===== config.mk =====
export PLATFORM = sky130hd
export DESIGN_NAME = cochlea_chan_seq
export DESIGN_NICKNAME = d
export VERILOG_FILES = /design/src/rtl/cochlea_chan_seq.sv
export SDC_FILE = /design/constraint.sdc
export NUM_CORES = 1
export LEC_CHECK = 0
export BUFFER_PORTS_ARGS = -buffer_cell sky130_fd_sc_hd__buf_2
export CELL_PAD_IN_SITES_DETAIL_PLACEMENT = 1
export CELL_PAD_IN_SITES_GLOBAL_PLACEMENT = 2
export CORE_ASPECT_RATIO = 0.7
export CORE_MARGIN = 5
export CORE_UTILIZATION = 37
export CTS_CLUSTER_DIAMETER = 100
export DETAILED_ROUTE_END_ITERATION = 12
export PLACE_DENSITY_LB_ADDON = 0.1
export SLEW_MARGIN = 20
export SYNTH_ARGS = -nofsm -noshare
export SYNTH_HDL_FRONTEND = slang
export SYNTH_SLANG_ARGS = --single-unit

===== constraint.sdc =====
create_clock -name wb_clk_i -period 3.8 [get_ports wb_clk_i]
set_clock_uncertainty 0.1 [all_clocks]
set_input_delay 0.57 -clock wb_clk_i [delete_from_list [all_inputs] [get_ports wb_clk_i]]
set_output_delay 0.57 -clock wb_clk_i [all_outputs]
set_load 0.03 [all_outputs]

===== src/rtl/cochlea_chan_seq.sv =====
// cochlea_chan_seq: digital sequencer for one I/Q analog cochlea channel core.
// Generates cclk/div2/lo for the core, samples comparator decisions on
// phi1b_dig edges into the fb1 feedback bit, and counts high decisions over a
// programmable window. Each completed window is handed to the host over a
// valid/ready port.
// Optional build macro: COCHLEA_CNT_SAT_EN. When defined, the event counter
// saturates at all-ones and out_sat flags windows where an increment was
// blocked. When undefined, the counter wraps and out_sat is tied 0.
`timescale 1ns/1ps

module cochlea_chan_seq #(
  parameter int DIV_W       = 8,
  parameter int WIN_W       = 16,
  parameter int CNT_W       = 16,
  parameter int SYNC_STAGES = 2
) (
  input  logic             wb_clk_i,
  input  logic             wb_rst_i,
  input  logic             en,
  input  logic             cfg_lo_en,
  input  logic [DIV_W-1:0] cfg_div,
  input  logic [WIN_W-1:0] cfg_win,
  output logic             cclk,
  output logic             div2,
  output logic             lo,
  output logic             fb1,
  input  logic             high_buf,
  input  logic             phi1b_dig,
  output logic [CNT_W-1:0] out_count,
  output logic             out_valid,
  input  logic             out_ready,
  output logic             out_overrun,
  output logic             out_sat
);

  typedef enum logic {IDLE = 1'b0, RUN = 1'b1} state_t;

  state_t             state, state_nxt;
  logic               run_active;

  logic [SYNC_STAGES-1:0] hb_sync_p0;
  logic [SYNC_STAGES-1:0] phi_sync_p0;
  logic                   phi_last_p1;
  logic                   hb_s;
  logic                   phi_edge;

  logic [DIV_W-1:0]   phase;
  logic               cclk_rise;

  logic [CNT_W-1:0]   evt_cnt;
  logic [CNT_W-1:0]   evt_inc;
  logic [WIN_W-1:0]   win_cnt;
  logic [WIN_W-1:0]   win_len;
  logic               win_end;

  // Event counter increment; saturating variant blocks at all-ones.
  function automatic logic [CNT_W-1:0] cnt_inc(input logic [CNT_W-1:0] v);
`ifdef COCHLEA_CNT_SAT_EN
    cnt_inc = (&v) ? v : v + CNT_W'(1);
`else
    cnt_inc = v + CNT_W'(1);
`endif
  endfunction

  // FSM state register.
  always_ff @(posedge wb_clk_i or posedge wb_rst_i) begin
    if (wb_rst_i) state <= IDLE;
    else          state <= state_nxt;
  end

  // FSM next state; the datapath runs only while RUN and en is still high,
  // so dropping en parks everything on the same edge that leaves RUN.
  always_comb begin
    state_nxt  = state;
    run_active = 1'b0;
    case (state)
      IDLE: if (en) state_nxt = RUN;
      RUN: begin
        if (!en) state_nxt = IDLE;
        else     run_active = 1'b1;
      end
      default: state_nxt = IDLE;
    endcase
  end

  // Bring the asynchronous comparator and phase inputs into wb_clk_i; both
  // chains have equal depth so the sampled decision lines up with its phi edge.
  always_ff @(posedge wb_clk_i or posedge wb_rst_i) begin
    if (wb_rst_i) begin
      hb_sync_p0  <= '0;
      phi_sync_p0 <= '0;
      phi_last_p1 <= 1'b0;
    end else begin
      hb_sync_p0  <= {hb_sync_p0[SYNC_STAGES-2:0], high_buf};
      phi_sync_p0 <= {phi_sync_p0[SYNC_STAGES-2:0], phi1b_dig};
      phi_last_p1 <= phi_sync_p0[SYNC_STAGES-1];
    end
  end

  assign hb_s      = hb_sync_p0[SYNC_STAGES-1];
  assign phi_edge  = phi_sync_p0[SYNC_STAGES-1] & ~phi_last_p1;
  assign cclk_rise = run_active && (phase == '0) && !cclk;
  assign evt_inc   = hb_s ? cnt_inc(evt_cnt) : evt_cnt;
  assign win_end   = run_active && phi_edge && (win_cnt == win_len);

  // Clock divider chain: cclk toggles on phase underflow, div2 on cclk rise,
  // lo on div2 rise. Outside RUN the phase is preloaded so the first cclk
  // rise lands cfg_div+1 cycles after entry.
  always_ff @(posedge wb_clk_i or posedge wb_rst_i) begin
    if (wb_rst_i) begin
      phase <= '0;
      cclk  <= 1'b0;
      div2  <= 1'b0;
      lo    <= 1'b0;
    end else if (run_active) begin
      if (phase == '0) begin
        phase <= cfg_div;
        cclk  <= ~cclk;
      end else begin
        phase <= phase - DIV_W'(1);
      end
      if (cclk_rise) div2 <= ~div2;
      if (!cfg_lo_en)              lo <= 1'b0;
      else if (cclk_rise && !div2) lo <= ~lo;
    end else begin
      phase <= cfg_div;
      cclk  <= 1'b0;
      div2  <= 1'b0;
      lo    <= 1'b0;
    end
  end

  // Decision sampling, windowed counting and the result handshake. A window
  // end in the same cycle as an accept reloads the result and keeps it valid.
  always_ff @(posedge wb_clk_i or posedge wb_rst_i) begin
    if (wb_rst_i) begin
      fb1         <= 1'b0;
      evt_cnt     <= '0;
      win_cnt     <= '0;
      win_len     <= '0;
      out_count   <= '0;
      out_valid   <= 1'b0;
      out_overrun <= 1'b0;
    end else begin
      if (out_valid && out_ready) out_valid <= 1'b0;
      if (run_active) begin
        if (phi_edge) begin
          fb1 <= hb_s;
          if (win_end) begin
            out_count <= evt_inc;
            out_valid <= 1'b1;
            if (out_valid && !out_ready) out_overrun <= 1'b1;
            evt_cnt   <= '0;
            win_cnt   <= '0;
            win_len   <= cfg_win;
          end else begin
            evt_cnt   <= evt_inc;
            win_cnt   <= win_cnt + WIN_W'(1);
          end
        end
      end else begin
        fb1     <= 1'b0;
        evt_cnt <= '0;
        win_cnt <= '0;
        win_len <= cfg_win;
      end
    end
  end

`ifdef COCHLEA_CNT_SAT_EN
  logic sat_blk;
  logic inc_blocked;

  assign inc_blocked = run_active && phi_edge && hb_s && (&evt_cnt);

  // Track blocked increments within the window and publish them with the result.
  always_ff @(posedge wb_clk_i or posedge wb_rst_i) begin
    if (wb_rst_i) begin
      sat_blk <= 1'b0;
      out_sat <= 1'b0;
    end else if (!run_active) begin
      sat_blk <= 1'b0;
    end else if (win_end) begin
      out_sat <= sat_blk | inc_blocked;
      sat_blk <= 1'b0;
    end else if (inc_blocked) begin
      sat_blk <= 1'b1;
    end
  end
`else
  assign out_sat = 1'b0;
`endif

endmodule


==> After elaboration in Yosys (flattened, before gate mapping) <==
Index checks and enable logic that the tools add are counted.
{ "classes": {"n_addsub": 3, "eq_ne": 6, "muxes": 27, "n_bitwise": 5, "n_reduce_logical": 14} }
{ "op_table": {"columns": ["operator", "count"], "rows": [
  ["two-way mux 16 bit", 10],
  ["adder 16 x 1 -> 16 bit, second input constant", 2],
  ["== test 16 bit", 1],
  ["two-way mux 8 bit", 2],
  ["two-way mux 1 bit", 15],
  ["logical NOT 8 bit", 1],
  ["!= test 2 x 1 -> 1 bit, second input constant", 4],
  ["subtractor 8 x 1 -> 8 bit, second input constant", 1],
  ["logical AND 1 bit", 7],
  ["inverter 1 bit", 4],
  ["AND reduction 4 bit", 1],
  ["logical NOT 1 bit", 3],
  ["!= test 3 x 2 -> 1 bit, second input constant", 1],
  ["AND reduction 3 bit", 1],
  ["AND reduction 2 bit", 1],
  ["bitwise AND 1 bit", 1]
]} }
{ "word_totals": {"regBits": 84, "input_bits": 31, "word_cells": 70, "out_inout_bits": 23} }

==> Logic depth before layout (Yosys ltp) <==
{ "logic_depth": {"ltp_word": 8, "depth_mapped": 8} }

==> Least setup slack after synthesis <==
No wires, ideal clock.
{ "synth_path": {"kind": "in2reg", "startpoint": "input port en", "endpoint": "register win_len[10]", "path_buffers": 1, "path_slack_ns": 1.774, "path_stages": 6, "required_time_ns": 3.575, "t_arrival_ns": 1.801, "cell_sequence": "nand4b_1 -> nor4_2 -> nand4_2 -> nand2_2 -> buf_4 -> mux2_2"} }
{ "synth_between": {"elab_chain_len": 6, "word_cells_on_any_way": 8} }
{ "synth_lines": {"columns": ["element", "line", "source"], "rows": [
  ["start, declared", "19", "input logic en,"],
  ["two-way mux 1 bit *", "79", "if (!en) state_nxt = IDLE;"],
  ["two-way mux 1 bit *", "76", "case (state)"],
  ["logical AND 1 bit (2 in series)", "104", "assign win_end = run_active && phi_edge && (win_cnt == win_len);"],
  ["!= test 2 x 1 -> 1 bit (no line)", null, null],
  ["AND reduction 2 bit (no line)", null, null],
  ["end signal, assigned", "155", "win_len <= cfg_win;"],
  ["end signal, assigned", "165", "win_len <= cfg_win;"],
  ["end, declared", "53", "logic [WIN_W-1:0] win_len;"]
]} }
Every way passes the cells marked *; elsewhere a longest branch is shown, timed or not.
A chain may end at the register's enable or synchronous reset.

==> Worst setup path in the final report <==
{ "layout_path": {"startpoint": "register win_cnt[12]", "endpoint": "register win_len[14]"} }
{ "layout_between": {"elab_chain_len": 4} }
{ "layout_lines": {"columns": ["element", "line", "source"], "rows": [
  ["start, declared", "52", "logic [WIN_W-1:0] win_cnt;"],
  ["start signal, assigned", "158", "win_cnt <= win_cnt + WIN_W'(1);"],
  ["== test 16 bit", "104", null],
  ["logical AND 1 bit", "104", null],
  ["!= test 2 x 1 -> 1 bit (no line)", null, null],
  ["AND reduction 2 bit (no line)", null, null]
]} }
Every way passes these cells.

==> impl_metrics.yaml <==
outcome:
  status: "complete, no violations"
synthesis:
  yosys_warnings: 0
  synth.distinct_cells: 47
  syn_inst: 399
  synth-edff-count: 0
  synth_area_sq_um: 4030
  synth_ff_type: "dfrtp_1"
  avgSynthCellArea_sq_um: 10.1
  synth_nets: 434
  ys_seq_area_share_pct: 52.2
  synthArstFlopShare_pct: 100
  ys_seq_elements: 84
placed_design:
  io_buffers: 52
  dp_hpwl_mm: 6.77
  place.gp.congestion: 0.717
  place_inst: 570
power:
  power_density_nw_per_um2: 425
  vdd_drop_max_mv: 0.209
  p_leak_uw: 0.00218
min_path:
  hp-class: "primary input to async pin"
timing:
  worstMarginPinSlew_ns: 0.817
  finalHoldViolCount: 0
  slew_violations: 0
  slew_headroom_pct: 45.5
  fin_tns_setup_ns: 0
  fin_crit_ns: 2.66
  fin_crit_sh_pct: 70.1
  fmax_mhz: 376
  setup_viol_count_final: 0
  rsz0062_at_grt: "no"
  worst_hold_slack_ns: 0.225
detailed_routing:
  ant_nets: 0
  wirelength_mm: 9.49
  firstDrtPassIters: 4
  wl_per_cell_um: 16.2
  drt_iter0_markers: 131
  avgViaCountPerCell: 5.02
  num_vias: 2944
  drc: 0
clock_network:
  cts_tree: "built"
  clock_latency_ns: 0.34
  post_cts_resized: 0
  cts.htree.levels: 3
  clk_pin_slew_ns: 0.06
  postCtsHoldBufs: 0
  cts.sinks: 84
  cts_buffer_depth: 2
  cts_root_buf: "clkbuf_16"
  post_cts.repair.setup_buffers: 0
  numCtsBuffers: 9
cells_and_area:
  final_nets: 484
  final_core_util_pct: 44.9
  diodes: 0
  drive_gt1_share_pct: 20.7
  stdcell_count: 586
  area_growth_pct: 16.7
floorplan:
  initial_core_util_pct: 38.4
  dieArea_sq_um: 13100
  ioPinCount: 54
  core_sq_um: 10500
  rows: 31
  die_y_um: 97.3
  die_w_um: 135
critical_path:
  crit_path_max_fanout: 41
  arrival_ns: 2.79
  worstPathRequired_ns: 3.92
  crit_type: "flop to flop"
  cp-start-kind: "flop"
  end_kind: "flop"
grt:
  grt_pass1_wl_mm: 16.2
  grtUsageTotal_pct: 15.6
  antenna_found_initial: 0
  grt_pass1_vias: 3076
  grt_max_degree: 42
  grt.overflow.total: 0
run:
  drv_cap: 0
state kept, by name, summed over array words and instances (netlist names), 2 cells and up:
name,count
win_cnt,16
win_len,16
phase,8
hb_sync_p0,2
out_count,16
phi_sync_p0,2
evt_cnt,16
metrics by stage:
stage | power (uW) | worst slack (ns) | instance area (sq um)
floorplan | 1040 | 0.965 | 4030
detailed placement | 1080 | 0.979 | 4380
global placement | 1080 | 1.05 | 4380
global route | 2090 | 0.878 | 4700
CTS | 2030 | 1.08 | 4700
finish | 2000 | 1.14 | 4700
cell usage in the layout, fill, tap and decap left out, types with 2 or more instances in the layout:
master / Yosys / final
nor2_1: 41 / 41
mux2_1: 5 / 5
xor2_1: 28 / 28
nor3_1: 6 / 6
nand3b_1: 3 / 3
and3_1: 8 / 8
nor4_1: 2 / 2
nand2b_1: 4 / 4
nor4_2: 2 / 2
bufinv_16: 0 / 2
ha_1: 4 / 4
o21a_1: 2 / 2
inv_1: 7 / 6
a221o_1: 3 / 3
clkinv_2: 0 / 4
clkbuf_16: 0 / 9
nand2_1: 57 / 57
o2111ai_1: 2 / 2
o21ai_0: 31 / 31
nand4_1: 6 / 6
a21oi_1: 10 / 10
a21o_1: 2 / 2
buf_4: 6 / 3
nor2b_1: 5 / 5
xnor2_1: 19 / 19
a22o_1: 2 / 2
nor3_2: 3 / 3
mux2_2: 11 / 11
nand3_1: 13 / 13
buf_2: 1 / 52
dfrtp_1: 84 / 84
and2_1: 7 / 7
Yosys cell counts, drive strengths merged, types with 4 or more instances:
library cell / number / area, sq um
a21oi: 11 / 58.8
and2: 7 / 43.8
and3: 8 / 50.1
buf: 8 / 61.3
clkbuf: 8 / 30.0
dfrtp: 84 / 2100
ha: 4 / 50.1
inv: 7 / 26.3
mux2: 16 / 180
nand2: 58 / 220
nand2b: 4 / 25.0
nand3: 13 / 65.1
nand3b: 4 / 33.8
nand4: 7 / 50.1
nor2: 42 / 160
nor2b: 5 / 31.3
nor3: 9 / 60.1
nor4: 4 / 37.5
o21ai: 31 / 155
xnor2: 19 / 166
xor2: 28 / 245
routing by layer:
| metal | vias up | global-route usage [%] | share of wire, % |
|---|---|---|---|
| met5 | - | 0 | 0 |
| met4 | 0 | 4.23 | 1.2 |
| met3 | 11 | 5.18 | 4.7 |
| met2 | 54 | 21.9 | 42 |
| met1 | 1437 | 22.7 | 52 |
| li1 | 1442 | - | - |
report_power, final:
part	switching (uW)	internal, uW	leakage [uW]
Sequential	23.8	921	0.00111
Clock	360	573	0.000155
Combinational	69.4	49.7	0.000918
critical path, cell delays in order, from the launching register on:
cell and delay [ns]:
dfrtp_1 0.42, xnor2_1 0.17, nand4_1 0.12, nor3_2 0.34, nand4_2 0.13, buf_4 0.28, nand2_2 0.56, mux2_2 0.41
layout make-up:
| class | count | area [sq um] |
|---|---|---|
| clock buffer | 9 | 225 |
| clock inverter | 7 | 91.3 |
| fill | 1191 | 5770 |
| inverter | 7 | 27.5 |
| multi-input combinational | 292 | 1810 |
| sequential | 84 | 2100 |
| tap | 132 | 165 |
| timing repair buffer | 55 | 283 |
kinds of logic after synthesis:
family	after synthesis	share of synthesized area, %
AND/OR/NAND/NOR	166	20.2
XOR/XNOR	47	10.2
flip-flops	84	52.2
adder cells (fa/ha/maj)	4	1.24
multiplexers	16	4.47
AO/OA/AOI/OAI	58	8.61
other	1	0.0931
buffers and inverters	23	2.92
final timing paths:
check	cells after the start	to	startpoint	slack, ns
min	2	lo	wb_rst_i	0.23
max	7	win_len[14]	win_cnt[12]	1.14
max reg2reg	7	win_len[14]	win_cnt[12]	1.14
min in group wb_clk_i	1	hb_sync_p0[0]	high_buf	0.23
min reg2reg	0	phi_sync_p0[1]	phi_sync_p0[0]	0.25
max in group asynchronous	3	win_len[9]	wb_rst_i	2.57
Note: power is estimated with default switching activity, not from simulation.
